<file path="src/rtl/conv_mac_scheduler.sv">
// conv_mac_scheduler: round-robin arbiter in front of a shared, serial
// 3x3 signed MAC engine. A granted channel's window and the shared kernel
// are captured on grant, so the requester and the kernel memory are free
// to change their inputs while the job runs. One job takes 11 cycles:
// grant edge, 9 MAC edges, 1 result edge.
//
// Handshake: req is a level request sampled only in IDLE; ack is a
// one-cycle pulse meaning "window captured, drop req now". result_valid is
// a one-cycle pulse; result/result_id/sat hold until the next job finishes.
module conv_mac_scheduler #(
  parameter int NUM_REQ    = 4,
  parameter int DATA_WIDTH = 8,
  parameter int TAPS       = 9
) (
  input  logic                               clk,
  input  logic                               rst_n,
  input  logic [NUM_REQ-1:0]                 req,
  input  logic [NUM_REQ*TAPS*DATA_WIDTH-1:0] window_flat,
  input  logic [TAPS*DATA_WIDTH-1:0]         kernel_flat,
  output logic [NUM_REQ-1:0]                 ack,
  output logic [NUM_REQ-1:0]                 grant,
  output logic                               busy,
  output logic [2*DATA_WIDTH-1:0]            result,
  output logic [$clog2(NUM_REQ)-1:0]         result_id,
  output logic                               result_valid,
  output logic                               sat,
  output logic [1:0]                         state_dbg
);

  localparam int ID_W  = $clog2(NUM_REQ);
  localparam int TAP_W = $clog2(TAPS);
  localparam int RES_W = 2 * DATA_WIDTH;
  localparam int ACC_W = RES_W + 4;
  localparam logic signed [ACC_W-1:0] SAT_MAX = {{5{1'b0}}, {(RES_W-1){1'b1}}};
  localparam logic signed [ACC_W-1:0] SAT_MIN = {{5{1'b1}}, {(RES_W-1){1'b0}}};

  typedef enum logic [1:0] {S_IDLE = 2'd0, S_MAC = 2'd1, S_DONE = 2'd2} state_t;
  typedef logic [ID_W:0] idx_ext_t;

  state_t state_q, state_d;

  logic [ID_W-1:0]                ptr_q, id_q, winner, ptr_next;
  logic                           found;
  logic [NUM_REQ-1:0]             winner_oh;
  logic [TAP_W-1:0]               tap_q;
  logic signed [ACC_W-1:0]        acc_q;
  logic signed [DATA_WIDTH-1:0]   win_q [TAPS];
  logic signed [DATA_WIDTH-1:0]   ker_q [TAPS];
  logic signed [DATA_WIDTH-1:0]   win_arr [NUM_REQ][TAPS];
  logic signed [DATA_WIDTH-1:0]   ker_arr [TAPS];
  logic signed [RES_W-1:0]        prod;
  logic [RES_W-1:0]               clamp_res;
  logic                           clamp_sat;
  logic                           last_tap;

  // Unpack the flat buses into per-channel / per-tap arrays.
  for (genvar gk = 0; gk < TAPS; gk++) begin : g_tap
    assign ker_arr[gk] = kernel_flat[gk*DATA_WIDTH +: DATA_WIDTH];
    for (genvar gr = 0; gr < NUM_REQ; gr++) begin : g_req
      assign win_arr[gr][gk] = window_flat[(gr*TAPS+gk)*DATA_WIDTH +: DATA_WIDTH];
    end
  end

  // Round-robin pick: first set req bit at or above ptr, wrapping.
  always_comb begin
    found  = 1'b0;
    winner = '0;
    for (int i = 0; i < NUM_REQ; i++) begin
      idx_ext_t cand;
      cand = {1'b0, ptr_q} + idx_ext_t'(i);
      if (cand >= idx_ext_t'(NUM_REQ)) cand = cand - idx_ext_t'(NUM_REQ);
      if (!found && req[cand[ID_W-1:0]]) begin
        found  = 1'b1;
        winner = cand[ID_W-1:0];
      end
    end
  end

  // Pointer moves just past the winner so it gets lowest priority next time.
  always_comb begin
    idx_ext_t nxt;
    nxt = {1'b0, winner} + idx_ext_t'(1);
    if (nxt >= idx_ext_t'(NUM_REQ)) nxt = '0;
    ptr_next  = nxt[ID_W-1:0];
    winner_oh = {{(NUM_REQ-1){1'b0}}, 1'b1} << winner;
  end

  // One signed tap product per cycle; clamp the accumulator to result width.
  always_comb begin
    prod      = win_q[tap_q] * ker_q[tap_q];
    clamp_res = acc_q[RES_W-1:0];
    clamp_sat = 1'b0;
    if (acc_q > SAT_MAX) begin
      clamp_res = SAT_MAX[RES_W-1:0];
      clamp_sat = 1'b1;
    end else if (acc_q < SAT_MIN) begin
      clamp_res = SAT_MIN[RES_W-1:0];
      clamp_sat = 1'b1;
    end
  end

  // State register.
  always_ff @(posedge clk or negedge rst_n) begin
    if (!rst_n) state_q <= S_IDLE;
    else        state_q <= state_d;
  end

  // Next-state logic.
  always_comb begin
    state_d = state_q;
    case (state_q)
      S_IDLE:  if (found) state_d = S_MAC;
      S_MAC:   if (last_tap) state_d = S_DONE;
      S_DONE:  state_d = S_IDLE;
      default: state_d = S_IDLE;
    endcase
  end

  // FSM-derived outputs and strobes.
  always_comb begin
    busy      = (state_q != S_IDLE);
    last_tap  = (state_q == S_MAC) && (tap_q == TAP_W'(TAPS-1));
    state_dbg = state_q;
  end

  // Datapath: capture on grant, accumulate in MAC, publish in DONE.
  always_ff @(posedge clk or negedge rst_n) begin
    if (!rst_n) begin
      ack          <= '0;
      grant        <= '0;
      result       <= '0;
      result_id    <= '0;
      result_valid <= 1'b0;
      sat          <= 1'b0;
      ptr_q        <= '0;
      id_q         <= '0;
      acc_q        <= '0;
      tap_q        <= '0;
      for (int k = 0; k < TAPS; k++) begin
        win_q[k] <= '0;
        ker_q[k] <= '0;
      end
    end else begin
      ack          <= '0;
      result_valid <= 1'b0;
      case (state_q)
        S_IDLE: if (found) begin
          for (int k = 0; k < TAPS; k++) begin
            win_q[k] <= win_arr[winner][k];
            ker_q[k] <= ker_arr[k];
          end
          acc_q <= '0;
          tap_q <= '0;
          grant <= winner_oh;
          ack   <= winner_oh;
          ptr_q <= ptr_next;
          id_q  <= winner;
        end
        S_MAC: begin
          acc_q <= acc_q + {{(ACC_W-RES_W){prod[RES_W-1]}}, prod};
          tap_q <= tap_q + 1'b1;
        end
        S_DONE: begin
          result       <= clamp_res;
          sat          <= clamp_sat;
          result_valid <= 1'b1;
          result_id    <= id_q;
          grant        <= '0;
        end
        default: ;
      endcase
    end
  end

endmodule
</file>
<file path="config.mk">
export PLATFORM = sky130hd
export DESIGN_NAME = conv_mac_scheduler
export DESIGN_NICKNAME = d
export VERILOG_FILES = /design/src/rtl/conv_mac_scheduler.sv
export SDC_FILE = /design/constraint.sdc
export NUM_CORES = 1
export LEC_CHECK = 0
export CELL_PAD_IN_SITES_DETAIL_PLACEMENT = 0
export CELL_PAD_IN_SITES_GLOBAL_PLACEMENT = 1
export CORE_ASPECT_RATIO = 2
export CORE_MARGIN = 3
export CORE_UTILIZATION = 35
export CTS_CLUSTER_SIZE = 16
export DETAILED_ROUTE_END_ITERATION = 8
export PLACE_DENSITY = 0.86
export SLEW_MARGIN = 25
export SYNTH_ARGS = -nofsm -noshare
export SYNTH_HDL_FRONTEND = slang
export SYNTH_SLANG_ARGS = --single-unit
</file>
<file path="constraint.sdc">
create_clock -name clk -period 10.1 [get_ports clk]
set_clock_uncertainty 0.1 [all_clocks]
set_input_delay 1.01 -clock clk [delete_from_list [all_inputs] [get_ports clk]]
set_output_delay 1.01 -clock clk [all_outputs]
set_load 0.01 [all_outputs]
</file>
; ---- Word-level counts from Yosys, hierarchy flattened
; Index checks and enable logic that the tools add are counted.
[op_classes]
add_sub_neg = 10
multipliers = 1
div = 0
order_cmp = 13
eq_ne = 5
shifts = 1
mux = 46
n_bitwise = 2
n_reduce_logical = 15
[ops]
columns = operator, count
row1 = 72-bit binary-select mux with 2-bit select, 1
row2 = 72-bit two-way mux, 2
row3 = 8-bit binary-select mux with 4-bit select, 2
row4 = 20-bit case mux with 2 select lines, 1
row5 = 16-bit two-way mux, 2
row6 = 8-bit two-way mux, 4
row7 = 2-bit two-way mux, 11
row8 = 20-bit adder, 1
row9 = 20-bit by 16-bit > comparator with 1-bit output (second input constant), 1
row10 = 20-bit by 16-bit less-than comparator with 1-bit output (second input constant), 1
row11 = 20-bit two-way mux, 1
row12 = 8-bit by 8-bit multiplier with 16-bit output, 1
row13 = 4-bit two-way mux, 4
row14 = 4-bit case mux with 2 select lines, 2
row15 = 3-bit greater-or-equal comparator (second input constant), 5
row16 = 2-bit by 3-bit less-than comparator with 1-bit output (second input constant), 4
row17 = 1-bit two-way mux, 11
row18 = 1-bit binary-select mux with 2-bit select, 4
row19 = 2-bit AND reduction, 4
row20 = 2-bit by 1-bit subtractor with 2-bit output (second input constant), 4
row21 = 2-bit by 1-bit adder with 3-bit output (second input constant), 2
row22 = 2-bit by 2-bit adder with 3-bit output (second input constant), 2
row23 = 2-bit nonzero test, 3
row24 = 5-bit greater-or-equal comparator (second input constant), 1
row25 = 13 further kinds, 19
[word_totals]
ff_bits = 202
latch_bits = 0
ram_bits = 0
rom_bits = 0
input_bits = 366
output_inout_bits = 31
elab_cells = 122
n_memories = 0

; ---- Logic depth before layout (Yosys ltp)
[logic_depth]
depth_word = 18
mapped_depth = 33

; ---- Least setup slack after synthesis
; Ideal clock, no wire load.
[synth_path]
path_kind = register to register
startpoint = register tap_q[0]
endpoint = register acc_q[19]
setup_time_ns = 0.074
t_arrival_ns = 7.078
path_slack_ns = 2.848
path_stages_with_launch = 32
period_less_slack_ns = 7.252
path_cell_list = dfrtp_1 -> buf_2 -> buf_6 -> mux4_2 -> mux2i_1 -> nor2_1 -> a21oi_1 -> or2_2 -> fa_1 -> fa_1 -> inv_1 -> fa_1 -> inv_1 -> fa_1 -> inv_1 -> ha_1 -> a21oi_1 -> o21bai_1 -> a21oi_1 -> o21bai_1 -> a21oi_1 -> xnor2_1 -> ha_1 -> nand2_1 -> o21ai_0 -> nor3b_1 -> a311o_1 -> a21oi_2 -> a2111oi_2 -> xor2_1 -> or3_1 -> o21ai_2
[synth_via]
elab_chain_len = 7
elab_cells_between_ends = 10
[synth_lines]
columns = item, line
row1 = "start, declared", 45  ; logic [TAP_W-1:0] tap_q;
row2 = "start signal, assigned", 161  ; tap_q <= tap_q + 1'b1;
row3 = 4-bit NOT with 5-bit output (not written as such) *, 90  ; prod = win_q[tap_q] * ker_q[tap_q];
row4 = 8-bit binary-select mux with 4-bit select, 90
row5 = 8-bit two-way mux (not written as such) (2 in a row), 90
row6 = 8-bit by 8-bit multiplier with 16-bit output *, 90
row7 = 20-bit adder *, 160  ; acc_q <= acc_q + {{(ACC_W-RES_W){prod[RES_W-1]}}, prod};
row8 = 20-bit case mux with 2 select lines *, 146  ; case (state_q)
row9 = "end signal, assigned", 160
row10 = "end, declared", 46  ; logic signed [ACC_W-1:0] acc_q;
; Every way passes the cells marked *; elsewhere a longest branch is shown, timed or not. The select of a mux whose other input is x is not followed.
; A chain may end at the register's enable or synchronous reset.

; ---- Worst setup path in the final report
; Same ends and word-level chain as after synthesis.

==> flow_summary.json <==
{
  "r2r_end": "acc_q[19]",
  "cts.sinks": 202,
  "rows": 104,
  "worst_pin_slew_ns": 1.01,
  "place_congestion": 0.915,
  "setup_tns_ns": 0,
  "ff2ff_path_depth": 29,
  "synthMostInstantiatedCell": "nand2_1",
  "die_area_sq_um": 43300,
  "path_class": "reg2reg",
  "synth_cell_types": 56,
  "io_buffers": 396,
  "vias_per_cell": 4.96,
  "yosysWarningCount": 0,
  "netlist_instances": 1822,
  "fmax_ghz": 0.119,
  "setup_viol_count_final": 0,
  "hp-start": "ker_q[53]",
  "cts-root-buf": "clkbuf_16",
  "rrSetupSlack_ns": 1.68,
  "synth.area.top_cells": "dfrtp_1 (35%), nand2_1 (18%), fa_1 (7.9%), o21ai_0 (7.2%), mux4_2 (5.1%)",
  "fin_crit_sh": 0.834,
  "final_cell_count_no_fill": 2688,
  "grt_overflow": 0,
  "async_flop_share": 1.00,
  "rsz0062_at_grt": "false",
  "placed_cells": 2651,
  "worst_slew_margin_rel": 0.326,
  "required_ns": 10.44,
  "drtAntennaViolNets": 0,
  "synth.top_cell.area_share": 0.355,
  "cts_tree": "built",
  "drt_iter0_markers": 638,
  "ctsResizeCount": 0,
  "clk_latency_ns": 0.51,
  "core-area_sq_um": 40200,
  "cts_setup_buffers": 0,
  "cp-start-kind": "flip-flop",
  "avgSynthCellArea_sq_um": 7.83,
  "start_util": 0.355,
  "synth_common_cells": "nand2_1 (698), o21ai_0 (204), dfrtp_1 (202), inv_1 (106), nand3_1 (92)",
  "worstHoldEndpoint": "ker_q[53]",
  "dieWidth_um": 149,
  "wl_um": 48500,
  "antenna_found_initial": 1,
  "area_growth_pct": 35.8,
  "drt-wirelength-per-cell_um": 18.0,
  "grt_pass1_vias": 13700,
  "end_kind": "flip-flop",
  "drt-pass1-iter-count": 5,
  "period_minus_slack_ns": 8.42,
  "synth_flop_cell": "dfrtp_1",
  "syn_nets": 2299,
  "crit_slowest_cell": "dfrtp_4",
  "path_max_fanout": 30,
  "grt_max_degree": 118,
  "hold_viol_final": 0,
  "htreeDepth": 1,
  "ctsLongestPathBuffers": 3,
  "yosysTopAreaCell": "dfrtp_1",
  "critPathMaxStageDelay_ns": 0.79,
  "synth_edf_count": 0,
  "vias": 13300,
  "grt_usage": 0.220,
  "syn_area_sq_um": 14300,
  "die_h_um": 291,
  "ctsHoldBuffers": 0,
  "grt_pass1_wl_um": 75100,
  "drv_slew": 0,
  "drc": 0,
  "layout-drive-gt1-share": 0.0552,
  "cp_common_cell": "inv_1",
  "fin_nets": 2622,
  "crit-reg2reg-launch": "tap_q[0]",
  "cp.arrival_ns": 8.76,
  "dp_hpwl_um": 38400,
  "status": "finished clean",
  "cts_buffers": 21,
  "cts.clk_slew.worst_paths_ns": 0.07,
  "drv_cap": 0,
  "ys_seq_elements": 202,
  "min_path_cells": 2,
  "synth.yosys.seq_area_share": 0.355,
  "pin_count": 397,
  "hold_path_class": "reg2reg"
}
[routing by layer]
layer  GRT usage  share of wire
met1       0.233           0.35
met2       0.434           0.57
met3      0.0290          0.044
met4      0.0785          0.037
met5           0              0
[worst max-delay path, delay by kind of cell (launching register included)]
kind,cells,cell delay [ns]
compound gates,6,1.19
xor+xnor,2,0.63
fa+ha+maj,6,2.89
buf+inv,6,0.70
flops,1,0.79
mux,2,0.68
simple gates,7,1.29
[logic make-up after synthesis]
family                     synth area share
and+or+nand+nor                       0.259
AOI/OAI and AO/OA                     0.116
buffers and inverters                0.0590
DFF                                   0.355
adders and majority gates             0.127
muxes                                0.0632
xor gates and xnor gates             0.0209
[state kept, by name, indices dropped and copies added, names as in the netlist, 4 cells and up]
register / flops
win_q: 72
grant: 4
ack: 4
acc_q: 20
tap_q: 4
result: 16
ker_q: 72
[how the worst max path moves through the flow]
stage / start / to / slack [ns] / cells after the start
3_3_place_gp: tap_q[0] / acc_q[19] / 1.52 / 31
5_1_grt: tap_q[0] / acc_q[19] / 1.05 / 29
2_1_floorplan: tap_q[0] / acc_q[19] / 2.85 / 31
6_report: tap_q[0] / acc_q[19] / 1.68 / 29
4_1_cts: tap_q[0] / acc_q[19] / 1.33 / 29
3_5_place_dp: tap_q[0] / acc_q[19] / 1.34 / 29
[cell type report]
type	count	area, sq um
multi-input cells	1405	8410
clock buffers	26	574
well taps	530	663
inverters	107	404
repair buffers	408	4070
clock inverters	9	184
diodes	1	2.50
flip-flops and latches	202	5060
fillers	3887	20800
[cell usage in the layout (no fill, tap or decap), types with 3 or more instances in the layout]
cell type        netlist  routed
nand2b_1               6       4
xor2_1                11      11
clkbuf_16              0      21
o21ai_1                7       7
inv_1                106     105
or2_2                 13      13
dfrtp_1              202     200
fa_1                  56      56
buf_4                  1      10
a21o_1                 9       9
a21oi_1               36      36
nor2_1                74      74
nand4_1                3       3
a21oi_2                8       8
clkdlybuf4s50_1        0     395
xnor2_1               23      23
o21ai_0              204     204
nor3b_1                3       3
bufinv_16              0       5
mux2i_1               18      18
nand3_1               92      92
o21bai_1               5       5
nand2_1              698     698
mux4_2                32      32
nor2b_1                7       7
clkbuf_8               0       3
a211oi_1               5       4
and2_1                 5       5
ha_1                  55      55
[per-stage QoR]
stage / hold slack, ns / utilization / instance area, sq um / setup WS [ns]
6_report: 0.371 / 0.482 / 19400 / 1.68
4_1_cts: 0.375 / 0.481 / 19300 / 1.33
3_3_place_gp: 0.354 / 0.462 / 18600 / 1.52
3_5_place_dp: 0.360 / 0.462 / 18600 / 1.34
5_1_grt: 0.396 / 0.482 / 19400 / 1.05
2_1_floorplan: 0.339 / - / 14300 / 2.85
Power is not shown: default switching activity piles up to over one toggle a cycle in this logic, so the estimate is an artifact.
